===== src/rtl/hermes_pkg.sv =====
// Shared definitions for the Hermes local-port transmitter: default sizes,
// router port indices and the transmit FSM encoding.
package hermes_pkg;

  localparam int DEF_FLIT_WIDTH = 16;
  localparam int DEF_FIFO_DEPTH = 4;

  localparam int EAST  = 0;
  localparam int WEST  = 1;
  localparam int NORTH = 2;
  localparam int SOUTH = 3;
  localparam int LOCAL = 4;
  localparam int NPORT = 5;

  typedef enum logic [2:0] {
    S_IDLE    = 3'd0,
    S_HEADER  = 3'd1,
    S_SIZE    = 3'd2,
    S_PAYLOAD = 3'd3,
    S_END     = 3'd4
  } tx_fsm_t;

endpackage


===== src/rtl/hermes_tx_fifo.sv =====
// Payload buffer for the local transmitter. Besides the current head it
// exposes the head as it will be after this cycle's push/pop.
module hermes_tx_fifo
  import hermes_pkg::*;
#(
  parameter int FLIT_WIDTH = DEF_FLIT_WIDTH,
  parameter int FIFO_DEPTH = DEF_FIFO_DEPTH
) (
  input  logic                  clock,
  input  logic                  reset,
  input  logic                  flush,
  input  logic                  push,
  input  logic                  pop,
  input  logic [FLIT_WIDTH-1:0] din,
  output logic [FLIT_WIDTH-1:0] dout,
  output logic [FLIT_WIDTH-1:0] dout_next,
  output logic                  full,
  output logic                  empty
);

  localparam int AW = $clog2(FIFO_DEPTH);

  logic [FLIT_WIDTH-1:0] mem_r [FIFO_DEPTH];
  logic [AW-1:0]         wr_ptr_r;
  logic [AW-1:0]         rd_ptr_r;
  logic [AW-1:0]         rd_ptr_inc_s;
  logic [AW:0]           count_r;
  logic                  push_s;
  logic                  pop_s;

  assign full         = (count_r == (AW+1)'(FIFO_DEPTH));
  assign empty        = (count_r == {(AW+1){1'b0}});
  assign push_s       = push && !full;
  assign pop_s        = pop && !empty;
  assign rd_ptr_inc_s = rd_ptr_r + AW'(1);
  assign dout         = mem_r[rd_ptr_r];

  // Head after this cycle; a push into an empty (or emptying) FIFO becomes the head.
  always_comb begin
    dout_next = mem_r[rd_ptr_r];
    if (pop_s) begin
      if (count_r == (AW+1)'(1)) begin
        dout_next = din;
      end else begin
        dout_next = mem_r[rd_ptr_inc_s];
      end
    end else if (empty) begin
      dout_next = din;
    end else begin
      dout_next = mem_r[rd_ptr_r];
    end
  end

  // Storage array write.
  always_ff @(posedge clock) begin
    if (push_s) begin
      mem_r[wr_ptr_r] <= din;
    end
  end

  // Pointers and occupancy.
  always_ff @(posedge clock or negedge reset) begin
    if (!reset) begin
      wr_ptr_r <= {AW{1'b0}};
      rd_ptr_r <= {AW{1'b0}};
      count_r  <= {(AW+1){1'b0}};
    end else if (flush) begin
      wr_ptr_r <= {AW{1'b0}};
      rd_ptr_r <= {AW{1'b0}};
      count_r  <= {(AW+1){1'b0}};
    end else begin
      if (push_s) begin
        wr_ptr_r <= wr_ptr_r + AW'(1);
      end
      if (pop_s) begin
        rd_ptr_r <= rd_ptr_inc_s;
      end
      case ({push_s, pop_s})
        2'b10:   count_r <= count_r + (AW+1)'(1);
        2'b01:   count_r <= count_r - (AW+1)'(1);
        default: count_r <= count_r;
      endcase
    end
  end

endmodule


===== src/rtl/hermes_local_tx.sv =====
// Hermes LOCAL-port packet transmitter: header, size, then payload flits,
// each moved only in a cycle where the downstream credit is high.
module hermes_local_tx
  import hermes_pkg::*;
#(
  parameter int FLIT_WIDTH = DEF_FLIT_WIDTH,
  parameter int FIFO_DEPTH = DEF_FIFO_DEPTH
) (
  input  logic                    clock,
  input  logic                    reset,
  input  logic                    start,
  input  logic [FLIT_WIDTH/2-1:0] target,
  input  logic [FLIT_WIDTH-1:0]   size,
  input  logic                    pl_valid,
  input  logic [FLIT_WIDTH-1:0]   pl_data,
  output logic                    pl_ready,
  input  logic                    credit_i,
  output logic                    tx,
  output logic [FLIT_WIDTH-1:0]   data_out,
  output logic                    busy,
  output logic                    done
);

  localparam int HALF = FLIT_WIDTH / 2;
  localparam logic [FLIT_WIDTH-1:0] ZERO_W = {FLIT_WIDTH{1'b0}};
  localparam logic [FLIT_WIDTH-1:0] ONE_W  = {{(FLIT_WIDTH-1){1'b0}}, 1'b1};

  tx_fsm_t               state_r;
  tx_fsm_t               state_next_s;
  logic [FLIT_WIDTH-1:0] size_r;
  logic [FLIT_WIDTH-1:0] acc_cnt_r;
  logic [FLIT_WIDTH-1:0] snd_cnt_r;
  logic [FLIT_WIDTH-1:0] data_out_r;
  logic [FLIT_WIDTH-1:0] data_out_next_s;
  logic                  busy_r;
  logic                  done_r;
  logic                  start_acc_s;
  logic                  flit_pending_s;
  logic                  tx_s;
  logic                  push_s;
  logic                  pop_s;
  logic                  pl_ready_s;
  logic                  flush_s;
  logic                  fifo_full_s;
  logic                  fifo_empty_s;
  logic [FLIT_WIDTH-1:0] fifo_head_s;
  logic [FLIT_WIDTH-1:0] fifo_head_next_s;

  assign start_acc_s = (state_r == S_IDLE) && start;
  assign tx_s        = flit_pending_s && credit_i;
  assign pop_s       = tx_s && (state_r == S_PAYLOAD);
  assign pl_ready_s  = busy_r && (acc_cnt_r != ZERO_W) && !fifo_full_s;
  assign push_s      = pl_valid && pl_ready_s;
  assign flush_s     = (state_r == S_END);

  hermes_tx_fifo #(
    .FLIT_WIDTH (FLIT_WIDTH),
    .FIFO_DEPTH (FIFO_DEPTH)
  ) u_fifo (
    .clock     (clock),
    .reset     (reset),
    .flush     (flush_s),
    .push      (push_s),
    .pop       (pop_s),
    .din       (pl_data),
    .dout      (fifo_head_s),
    .dout_next (fifo_head_next_s),
    .full      (fifo_full_s),
    .empty     (fifo_empty_s)
  );

  // FSM state register.
  always_ff @(posedge clock or negedge reset) begin
    if (!reset) begin
      state_r <= S_IDLE;
    end else begin
      state_r <= state_next_s;
    end
  end

  // FSM next-state logic.
  always_comb begin
    state_next_s = state_r;
    case (state_r)
      S_IDLE:    state_next_s = start ? S_HEADER : S_IDLE;
      S_HEADER:  state_next_s = tx_s ? S_SIZE : S_HEADER;
      S_SIZE: begin
        if (tx_s) begin
          state_next_s = (size_r != ZERO_W) ? S_PAYLOAD : S_END;
        end else begin
          state_next_s = S_SIZE;
        end
      end
      S_PAYLOAD: begin
        if (tx_s && (snd_cnt_r == ONE_W)) begin
          state_next_s = S_END;
        end else begin
          state_next_s = S_PAYLOAD;
        end
      end
      S_END:     state_next_s = S_IDLE;
      default:   state_next_s = S_IDLE;
    endcase
  end

  // FSM outputs: whether a flit is on offer this cycle.
  always_comb begin
    flit_pending_s = 1'b0;
    case (state_r)
      S_HEADER:  flit_pending_s = 1'b1;
      S_SIZE:    flit_pending_s = 1'b1;
      S_PAYLOAD: flit_pending_s = !fifo_empty_s;
      default:   flit_pending_s = 1'b0;
    endcase
  end

  // Flit to present next cycle, chosen by the state being entered.
  always_comb begin
    data_out_next_s = ZERO_W;
    case (state_next_s)
      S_HEADER: begin
        if (state_r == S_IDLE) begin
          data_out_next_s = {{(FLIT_WIDTH-HALF){1'b0}}, target};
        end else begin
          data_out_next_s = data_out_r;
        end
      end
      S_SIZE:    data_out_next_s = size_r;
      S_PAYLOAD: begin
        if (fifo_empty_s || pop_s) begin
          data_out_next_s = fifo_head_next_s;
        end else begin
          data_out_next_s = fifo_head_s;
        end
      end
      default:   data_out_next_s = ZERO_W;
    endcase
  end

  // Captured size plus intake and send counters.
  always_ff @(posedge clock or negedge reset) begin
    if (!reset) begin
      size_r    <= ZERO_W;
      acc_cnt_r <= ZERO_W;
      snd_cnt_r <= ZERO_W;
    end else if (start_acc_s) begin
      size_r    <= size;
      acc_cnt_r <= size;
      snd_cnt_r <= size;
    end else begin
      if (push_s) begin
        acc_cnt_r <= acc_cnt_r - ONE_W;
      end
      if (pop_s) begin
        snd_cnt_r <= snd_cnt_r - ONE_W;
      end
    end
  end

  // Registered flit data and status outputs.
  always_ff @(posedge clock or negedge reset) begin
    if (!reset) begin
      data_out_r <= ZERO_W;
      busy_r     <= 1'b0;
      done_r     <= 1'b0;
    end else begin
      data_out_r <= data_out_next_s;
      busy_r     <= (state_next_s != S_IDLE);
      done_r     <= (state_next_s == S_END);
    end
  end

  assign tx       = tx_s;
  assign data_out = data_out_r;
  assign busy     = busy_r;
  assign done     = done_r;
  assign pl_ready = pl_ready_s;

endmodule


===== config.mk =====
export PLATFORM = sky130hd
export DESIGN_NAME = hermes_local_tx
export DESIGN_NICKNAME = d
export VERILOG_FILES = /design/src/rtl/hermes_pkg.sv /design/src/rtl/hermes_tx_fifo.sv /design/src/rtl/hermes_local_tx.sv
export SDC_FILE = /design/constraint.sdc
export NUM_CORES = 1
export LEC_CHECK = 0
export BUFFER_PORTS_ARGS = -buffer_cell sky130_fd_sc_hd__buf_2
export CAP_MARGIN = 20
export CORE_ASPECT_RATIO = 0.7
export CORE_UTILIZATION = 25
export DETAILED_ROUTE_END_ITERATION = 7
export PLACE_DENSITY_LB_ADDON = 0.1
export SYNTH_ARGS = -nofsm -noshare
export SYNTH_HDL_FRONTEND = slang
export SYNTH_SLANG_ARGS = --single-unit
export TNS_END_PERCENT = 1

===== constraint.sdc =====
create_clock -name clock -period 5.1 [get_ports clock]
set_input_delay 0.255 -clock clock [delete_from_list [all_inputs] [get_ports clock]]
set_output_delay 0.255 -clock clock [all_outputs]
set_load 0.01 [all_outputs]

# [Word level (Yosys, flattened, before mapping)]
# Memories as Yosys holds them, arrays and structs flattened.
# Cells that the tools add are included.
[totals] register_bits=76 ramBits=64 in_bits=45 out_inout_bits=20 wordCells=79 n_memories=1
[memory_table] memory="u_fifo.mem_r" words=4 word_bits=16 read_ports=2 rd_ports_with_merged_regs=0 write_ports=1 line="hermes_tx_fifo.sv:23" text="logic [FLIT_WIDTH-1:0] mem_r [FIFO_DEPTH];"
[classes] n_addsub=6 eq_ne=14 mux=25 reduce_logical=23
[op_table] op="2-to-1 mux 16 bit" count=9
[op_table] op="case mux 16 bit (3 select lines)" count=1
[op_table] op="nonzero test 16 bit" count=2
[op_table] op="subtractor 16 x 1 -> 16 bit, second input constant" count=2
[op_table] op="equality test 16 x 1 -> 1 bit, second input constant" count=1
[op_table] op="equality test 3 x 2 -> 1 bit, second input constant" count=4
[op_table] op="2-to-1 mux 3 bit" count=4
[op_table] op="case mux 3 bit (4 select lines)" count=1
[op_table] op="2-to-1 mux 2 bit" count=5
[op_table] op="equality test 3 x 1 -> 1 bit, second input constant" count=3
[op_table] op="equality test 3 bit, second input constant" count=3
[op_table] op="logical AND 1 bit" count=9
[op_table] op="nonzero test 2 bit" count=4
[op_table] op="logical NOT 3 bit" count=2
[op_table] op="case mux 3 bit (2 select lines)" count=1
[op_table] op="nonzero test 3 bit" count=2
[op_table] op="adder 2 x 1 -> 2 bit, second input constant" count=2
[op_table] op="adder 3 x 1 -> 3 bit, second input constant" count=1
[op_table] op="2-to-1 mux 1 bit" count=3
[op_table] op="subtractor 3 x 1 -> 3 bit, second input constant" count=1
[op_table] op="equality test 2 x 1 -> 1 bit, second input constant" count=1
[op_table] op="equality test 2 bit, second input constant" count=1
[op_table] op="logical NOT 1 bit" count=2
[op_table] op="!= test 2 bit, second input constant" count=1
[op_table] op="3 further kinds" count=3

# [Logic depth before layout (Yosys ltp)]
# Gate-level depths: netlist (run 1).
[depth] word_depth=9 ltp_mapped=9 depth_no_buf=7

# [Cells and area by module]
# From an unflattened synthesis (run 1), not the netlist that was laid out.
[unflattened] hier_cells=734 hier_area_um2=7662.3
[modules_own_cells] mod="hermes_tx_fifo" instances=1 cells_each=343 area_per_inst_um2=3940.0 seq_area_each_um2=2097.0
[modules_own_cells] mod="hermes_local_tx" instances=1 cells_each=391 area_per_inst_um2=3722.3 seq_area_each_um2=1726.7

# [Worst setup path after synthesis (run 1)]
# OpenSTA, ideal clock, no wires.
[synth_path] path_type="register to register" startpoint="register u_fifo.count_r[0]" endpoint="memory u_fifo.mem_r[0][0] (netlist bit) (enable)" setup_time_ps=374 arrival_time_ps=1919 required_ps=4726 setup_slack_ps=2807 stages_incl_launch_ff=7 n_path_buf=1 period_less_slack_ps=2293 path_cell_list="dfrtp_1 > inv_1 > ha_1 > a21boi_0 > and2_1 > clkbuf_1 > and3_1"
[synth_between] elab_chain_len=7
[synth_lines] item="start: declaration" line="hermes_tx_fifo.sv:27" text="logic [AW:0] count_r;"
[synth_lines] item="start signal: assignment" line="hermes_tx_fifo.sv:66" text="count_r <= {(AW+1){1'b0}};"
[synth_lines] item="start signal: assignment" line="hermes_tx_fifo.sv:70" text="count_r <= {(AW+1){1'b0}};"
[synth_lines] item="start signal: assignment" line="hermes_tx_fifo.sv:79" text="2'b10: count_r <= count_r + (AW+1)'(1);"
[synth_lines] item="equality test 3 bit (*)" line="hermes_tx_fifo.sv:31" text="assign full = (count_r == (AW+1)'(FIFO_DEPTH));"
[synth_lines] item="logical NOT 1 bit (*)" line="hermes_tx_fifo.sv:33, hermes_local_tx.sv:52"
[synth_lines] item="logical AND 1 bit" line="hermes_local_tx.sv:52" text="assign pl_ready_s = busy_r && (acc_cnt_r != ZERO_W) && !fifo_full_s;"
[synth_lines] item="logical AND 1 bit" line="hermes_local_tx.sv:53" text="assign push_s = pl_valid && pl_ready_s;"
[synth_lines] item="logical AND 1 bit (*)" line="hermes_tx_fifo.sv:33" text="assign push_s = push && !full;"
[synth_lines] item="2-to-1 mux 1 bit (*)" line="hermes_tx_fifo.sv:56" text="if (push_s) begin"
[synth_lines] item="2-to-1 mux 1 bit (implied by the code) (*)" line="hermes_tx_fifo.sv:57" text="mem_r[wr_ptr_r] <= din;"
[synth_lines] item="end: declaration" line="hermes_tx_fifo.sv:23"
# Every way passes the cells marked *; elsewhere a longest branch is shown, timed or not.

# [Worst setup path after layout (run 1)]
[layout_path] startpoint="register acc_cnt_r[2]" endpoint="output port pl_ready"
[layout_between] elab_chain_len=3
[layout_lines] item="start: declaration" line="hermes_local_tx.sv:31" text="logic [FLIT_WIDTH-1:0] acc_cnt_r;"
[layout_lines] item="start signal: assignment" line="hermes_local_tx.sv:148" text="acc_cnt_r <= size;"
[layout_lines] item="start signal: assignment" line="hermes_local_tx.sv:152" text="acc_cnt_r <= acc_cnt_r - ONE_W;"
[layout_lines] item="nonzero test 16 bit" line="hermes_local_tx.sv:52"
[layout_lines] item="logical AND 1 bit (2 in series)" line="hermes_local_tx.sv:52"
[layout_lines] item="end: declaration" line="hermes_local_tx.sv:16" text="output logic pl_ready,"
# No other way between the ends.

==> results.ini, run 1 <==
[setup_path]
path_max_fanout=20
worstSetupStartpointType=flip-flop
end_kind=output port
crit_type=reg -> out
critPathMaxStageDelay_ns=0.78
critical_path_arrival_ns=2.81
r2r_start=acc_cnt_r[2]
rr_worst_depth=3
r2r_end=u_fifo.mem_r[2][5]
r2r_slack_ns=2.16
cp_slowest_cell=nand4_1
crit_path_start=acc_cnt_r[2]
cp_cell_sequence=nor4_2 > nand4_1 > and2_1 > buf_2
worst_ep_required_time_ns=4.85

[placement]
place_congestion=0.735
place_hpwl_um=15200
port-buffer-count=64
place_ws_ns=2.09
placedInstanceArea_mm2=0.00763

[layout]
final_common_cell=dfrtp_1
syn_to_final_growth_pct=18.8
final_nets=682
final_cell_mix=dfrtp_1, nand2_1, edfxtp_1
final_area_mm2=0.00827
layout-drive-gt1-share_pct=23.3

[cts]
cts_made_buffers=17
cts.sinks=140
htree_levels=4
cts_tree=done
path_clk_slew_ns=0.06
cts_max_path_buffers=2
cts-root-buf=clkbuf_16
clk-insertion-delay-late_ns=0.43
post_cts_resized=0

[floorplan]
fp.dieW_um=201
core_mm2=0.0270
initial_core_util_pct=25.8
die_area_mm2=0.0285
rows=50
die_h_um=142
ios=65

[timing]
hold_ws_ns=0.0480
fin_skew_ns=0.0134
final_hold_viol_count=0
setup_ws_ns=2.04
worstMarginPinSlew_ns=0.971
max_freq_mhz=327
rsz0062_at_grt=no
max_slew_margin_pct=34.6
slew_viol_final=0
fin_setup_tns_ns=0
period_minus_slack_ns=3.06
final-setup-viol-count=0
period_share_pct=60.0

[run_status]
outcome=finished clean

[synth]
yosysWarnings=0
yosysSeqAreaShare_pct=54.9
synth_edf_count=64
synth_fp_nets=626
synth_cells=570
synth.area.top_cells=edfxtp_1, dfrtp_1, mux4_2
avgSynthCellArea_um2=12.2
syn-cell-area_mm2=0.00696
ys_ff_latch=140
yosys.area.top_type_share_pct=27.6
async_flop_share_pct=54.3
yosysTopAreaCell=edfxtp_1
yosysUniqueCellTypes=56
ys.flop_type=dfrtp_1

[min_path]
hold_class=in -> reg
min_to=size_r[13]
min_path_cells=3
worstHoldStart=size[13]

[power_and_ir_drop]
total_power_uw=5100
peakVddDrop_v=0.000275
power_density_mw_per_mm2=617
leakage_uw=0.00306

[grt]
antenna_found_initial=1
grt.overflow.total=0
grt_usage_pct=15.5
first_global_vias=5085
grt_max_degree=77
grt_pass1_wl_um=32500

[routing]
drt-total-wl_um=21200
ant_nets=0
avgRoutedWirePerCell_um=21.2
first_iter_violations=346
dr_total_vias=4996
drcViolationCount=0
vias_per_cell=4.98
dr.pass1.iters=4

[flow_run]
drv_cap=0

## final cells by class
cell class	instances	area (um2)
Fill cell	2771	18800
Antenna cell	1	2.50
Clock buffer	19	433
Tap cell	364	455
Inverter	11	41.3
Sequential cell	140	3820
Multi-Input combinational cell	386	2960
Timing Repair Buffer	70	390
Clock inverter	13	166
## layer usage
metal	vias to the layer above	GRT usage, %	routed length (um)
met1	2595	24.3	11700
met3	11	3.81	887
met5	-	0	0
li1	2276	-	-
met2	114	20.9	8550
met4	0	3.47	118
## synth_stat cells (5+ instances only)
cell type and instances:
xor2_1 14, o221ai_1 8, nor4_1 11, buf_2 15
clkbuf_1 15, xnor2_1 21, nor2_1 46, edfxtp_1 64
o22ai_1 7, o22a_1 8, nand3_1 12, o21ai_0 5
nor2b_1 5, a21oi_1 37, ha_1 11, dfrtp_1 76
nand4b_1 5, a22oi_1 16, and3_1 5, a222oi_1 7
mux4_2 32, inv_1 11, nor3_1 11, nand2_1 66
o31ai_1 7, nand4_1 5
## worst max path at each step
stage | cells past startpoint | endpoint
2_1_floorplan | 6 | u_fifo.mem_r[0][0]
3_3_place_gp | 5 | u_fifo.mem_r[1][2]
3_5_place_dp | 5 | u_fifo.mem_r[1][7]
4_1_cts | 4 | pl_ready
5_1_grt | 6 | pl_ready
6_report | 4 | pl_ready
## critical path: cells and delay by family, from the launching register on
| kind | cells | cell delay (ns) |
|---|---|---|
| flip-flops | 1 | 0.43 |
| buffers and inverters | 1 | 0.16 |
| AND/OR/NAND/NOR | 3 | 1.79 |
## repair_timing
| item | in CTS | in global routing |
|---|---|---|
| hold buffers | 0 | 1 |
| endpoints found under the hold margin | 0 | 24 |
| setup buffers | 0 | 0 |
## where the power goes
part | internal (uW) | switching [uW] | total (uW)
Clock | 773 | 506 | 1280
Combinational | 843 | 961 | 1800
Sequential | 1580 | 440 | 2020
Total | 3200 | 1910 | 5100
## cell families after synthesis
kind of cell,synth area share (%)
compound gates,10.5
flops,54.9
mux,10.4
buf+inv,2.93
simple gates,14.9
xor+xnor,4.40
fa+ha+maj,1.98
## sequential cells by signal, indices dropped and copies added (netlist names)
name	flops
u_fifo.rd_ptr_r	2
done	1
u_fifo.wr_ptr_r	2
snd_cnt_r	16
state_r	3
data_out	16
u_fifo.count_r	3
acc_cnt_r	16
u_fifo.mem_r	64
busy	1
size_r	16
## metrics by stage
stage	util [%]	std cells
floorplan	-	570
CTS	30.4	1001
global route	30.6	1003
detailed placement	28.2	969
finish	30.6	1004
global placement	28.2	969
No activity file was read; power rests on OpenSTA's default activity.
==> run 2: changes to the inputs <==
- ABC_AREA: not set -> 1
- clock period: 5.1 -> 2.82 ns (I/O delays scaled with it)
==> results.ini, run 2 <==
[power_and_ir_drop]
p_sw_share_pct=43.0
seqPwrFrac_pct=32.4
leakage_uw=0.00406
comb_power_share_pct=44.0
switchingPower_uw=4490
pwr-share-clk_pct=23.6
power_density_mw_per_mm2=1130
p_int_uw=5960
peakVddDrop_v=0.000448

[routing]
avgRoutedWirePerCell_um=17.2
ant_nets=0
drcViolationCount=0
dr_total_vias=6768
vias_per_cell=4.67
first_iter_violations=577
drt-total-wl_um=24800
dr.pass1.iters=5

[layout]
fin_cells=1448
layout-drive-gt1-share_pct=14.3
antennaDiodeCount=0
final_common_cell=nand2_1
final_cell_mix=nand2_1, nor2_1, dfrtp_1
n_fill_cell=3123
syn_to_final_growth_pct=22.3
final_nets=1086
final_area_mm2=0.00926
regMostFlops=u_fifo.mem_r
largest_register_ffs=64

[placement]
placedInstanceArea_mm2=0.00841
place_congestion=0.792
place_hpwl_um=17300
port-buffer-count=64
placed_cells=1394
place_ws_ns=0.286

[setup_path]
end_kind=flip-flop
r2r_start=acc_cnt_r[0]
rr_worst_depth=12
worstSetupStartpointType=flip-flop
worst_ep_required_time_ns=3.12
critPathMaxStageDelay_ns=0.38
cp_cell_sequence=inv_1 > ha_1 > inv_1 > nor2_1 > nand2_1 > nor2_2 > nand2_1 > nand4_2 > nand2_1 > buf_4 > nor2_1 > a31oi_1
critical_path_arrival_ns=2.72
r2r_end=acc_cnt_r[5]
path_max_fanout=23
r2r_slack_ns=0.40
crit_type=reg -> reg
critPathMostFrequentCell=nand2_1
cp_slowest_cell=dfrtp_1

[floorplan]
fp.dieW_um=210
ios=65
die_h_um=148
initial_core_util_pct=25.8
die_area_mm2=0.0310
core_mm2=0.0293
rows=52

[synth]
async_flop_share_pct=54.3
synth_edf_count=64
ys.flop_type=dfrtp_1
synth_commonest_cells=nand2_1, nor2_1, dfrtp_1
avgSynthCellArea_um2=8.07
yosys.area.top_type_share_pct=25.4
yosysSeqAreaShare_pct=50.5
yosysWarnings=0
yosysUniqueCellTypes=44
syn-cell-area_mm2=0.00757
synth_cells=938
synth.area.top_cells=edfxtp_1, dfrtp_1, nand2_1
synth_fp_nets=994
synth.most_common_cell=nand2_1
ys_ff_latch=140
yosysTopAreaCell=edfxtp_1

[timing]
max_slew_margin_pct=52.3
final_hold_viol_count=0
fin_setup_tns_ns=0
max_freq_mhz=413
period_minus_slack_ns=2.42
period_share_pct=85.9
rsz0062_at_grt=no
setup_ws_ns=0.398
final-setup-viol-count=0
slew_viol_final=0
worstMarginPinSlew_ns=0.716
fin_skew_ns=0.00848

[min_path]
worstHoldStart=size[14]
min_to=size_r[14]
min_path_cells=3
hold_class=in -> reg

[cts]
clk-insertion-delay-late_ns=0.42
path_clk_slew_ns=0.06
htree_levels=4
postCtsSetupRepairBufs=0
cts_tree=done
cts.sinks=140
cts_made_buffers=17
cts_max_path_buffers=2
cts-root-buf=clkbuf_16

[grt]
first_global_vias=6388
grt_usage_pct=16.6
grt_max_degree=50
grt.overflow.total=0
antenna_found_initial=0
grt_pass1_wl_um=38700

[flow_run]
drv_cap=0

[run_status]
outcome=finished clean

[run 2: cell count changes after synthesis, moves of 15 or more]
cell | before | now
xnor2_1 | 21 | 6
o21ai_0 | 5 | 74
a22oi_1 | 16 | 1
nor2_1 | 46 | 131
nand4_1 | 5 | 25
inv_1 | 11 | 48
nand3_1 | 12 | 62
mux4_2 | 32 | 0
a31oi_1 | 2 | 18
nand2_1 | 66 | 270
[run 2: layout make-up]
class | count | area (um2) | share of cell area (%)
sequential | 140 | 3820 | 41.3
multi-input combinational | 701 | 3350 | 36.2
timing repair buffer | 112 | 738 | 7.97
tap | 405 | 507 | 5.47
clock buffer | 24 | 462 | 4.99
inverter | 58 | 218 | 2.35
clock inverter | 8 | 164 | 1.77
[run 2: metal layers]
layer / GRT usage [%] / vias to the layer above / part of all wire (%)
li1: - / 3353 / -
met1: 26.4 / 3247 / 56
met2: 22.4 / 149 / 39
met3: 2.97 / 19 / 3.6
met4: 4.78 / 0 / 1.0
met5: 0 / - / 0
[run 2: power by group through the flow]
stage	registers [uW]	logic, uW	clock network (uW)
floorplan	3270	3200	0
global placement	3420	4570	0
detailed placement	3410	4560	0
CTS	3380	4620	2530
global route	3480	5250	2620
finish	3390	4600	2470
[run 2: worst max-delay path: cells and delay by family (launching register included)]
kind                       cells  cell delay (ns)
adders and majority gates      1             0.18
AOI/OAI and AO/OA              1             0.05
DFF                            1             0.38
and+or+nand+nor                7             1.22
buffers and inverters          3             0.45
[run 2: cell families after synthesis]
family                   after synthesis  synth area share [%]
XOR/XNOR                               8                 0.926
AND/OR/NAND/NOR                      517                  29.1
flip-flops                           140                  50.5
adder cells (fa/ha/maj)               11                  1.82
AO/OA/AOI/OAI                        165                  12.3
buffers and inverters                 97                  5.34
[run 2: through the flow]
stage	power, uW	utilization [%]	hold WS [ns]
floorplan	6470	-	-0.155
global placement	8000	28.7	0.259
detailed placement	7970	28.7	0.249
CTS	10500	31.6	0.0116
global route	11300	31.6	0.0285
finish	10500	31.6	0.0280
[run 2: worst max-delay path by stage]
stage / startpoint / slack (ns) / endpoint / cells past startpoint
finish: acc_cnt_r[0] / 0.40 / acc_cnt_r[5] / 12
global route: acc_cnt_r[0] / 0.12 / acc_cnt_r[6] / 12
CTS: acc_cnt_r[0] / 0.27 / acc_cnt_r[5] / 12
detailed placement: acc_cnt_r[0] / 0.29 / acc_cnt_r[8] / 12
global placement: acc_cnt_r[0] / 0.29 / acc_cnt_r[2] / 12
floorplan: acc_cnt_r[0] / 0.61 / u_fifo.mem_r[0][0] / 9
[run 2: repair_timing]
action | in CTS | in global routing
gates resized for setup | 0 | 1
endpoints found under the hold margin | 116 | 0
setup endpoints to repair | 0 | 1
hold buffers | 22 | 0
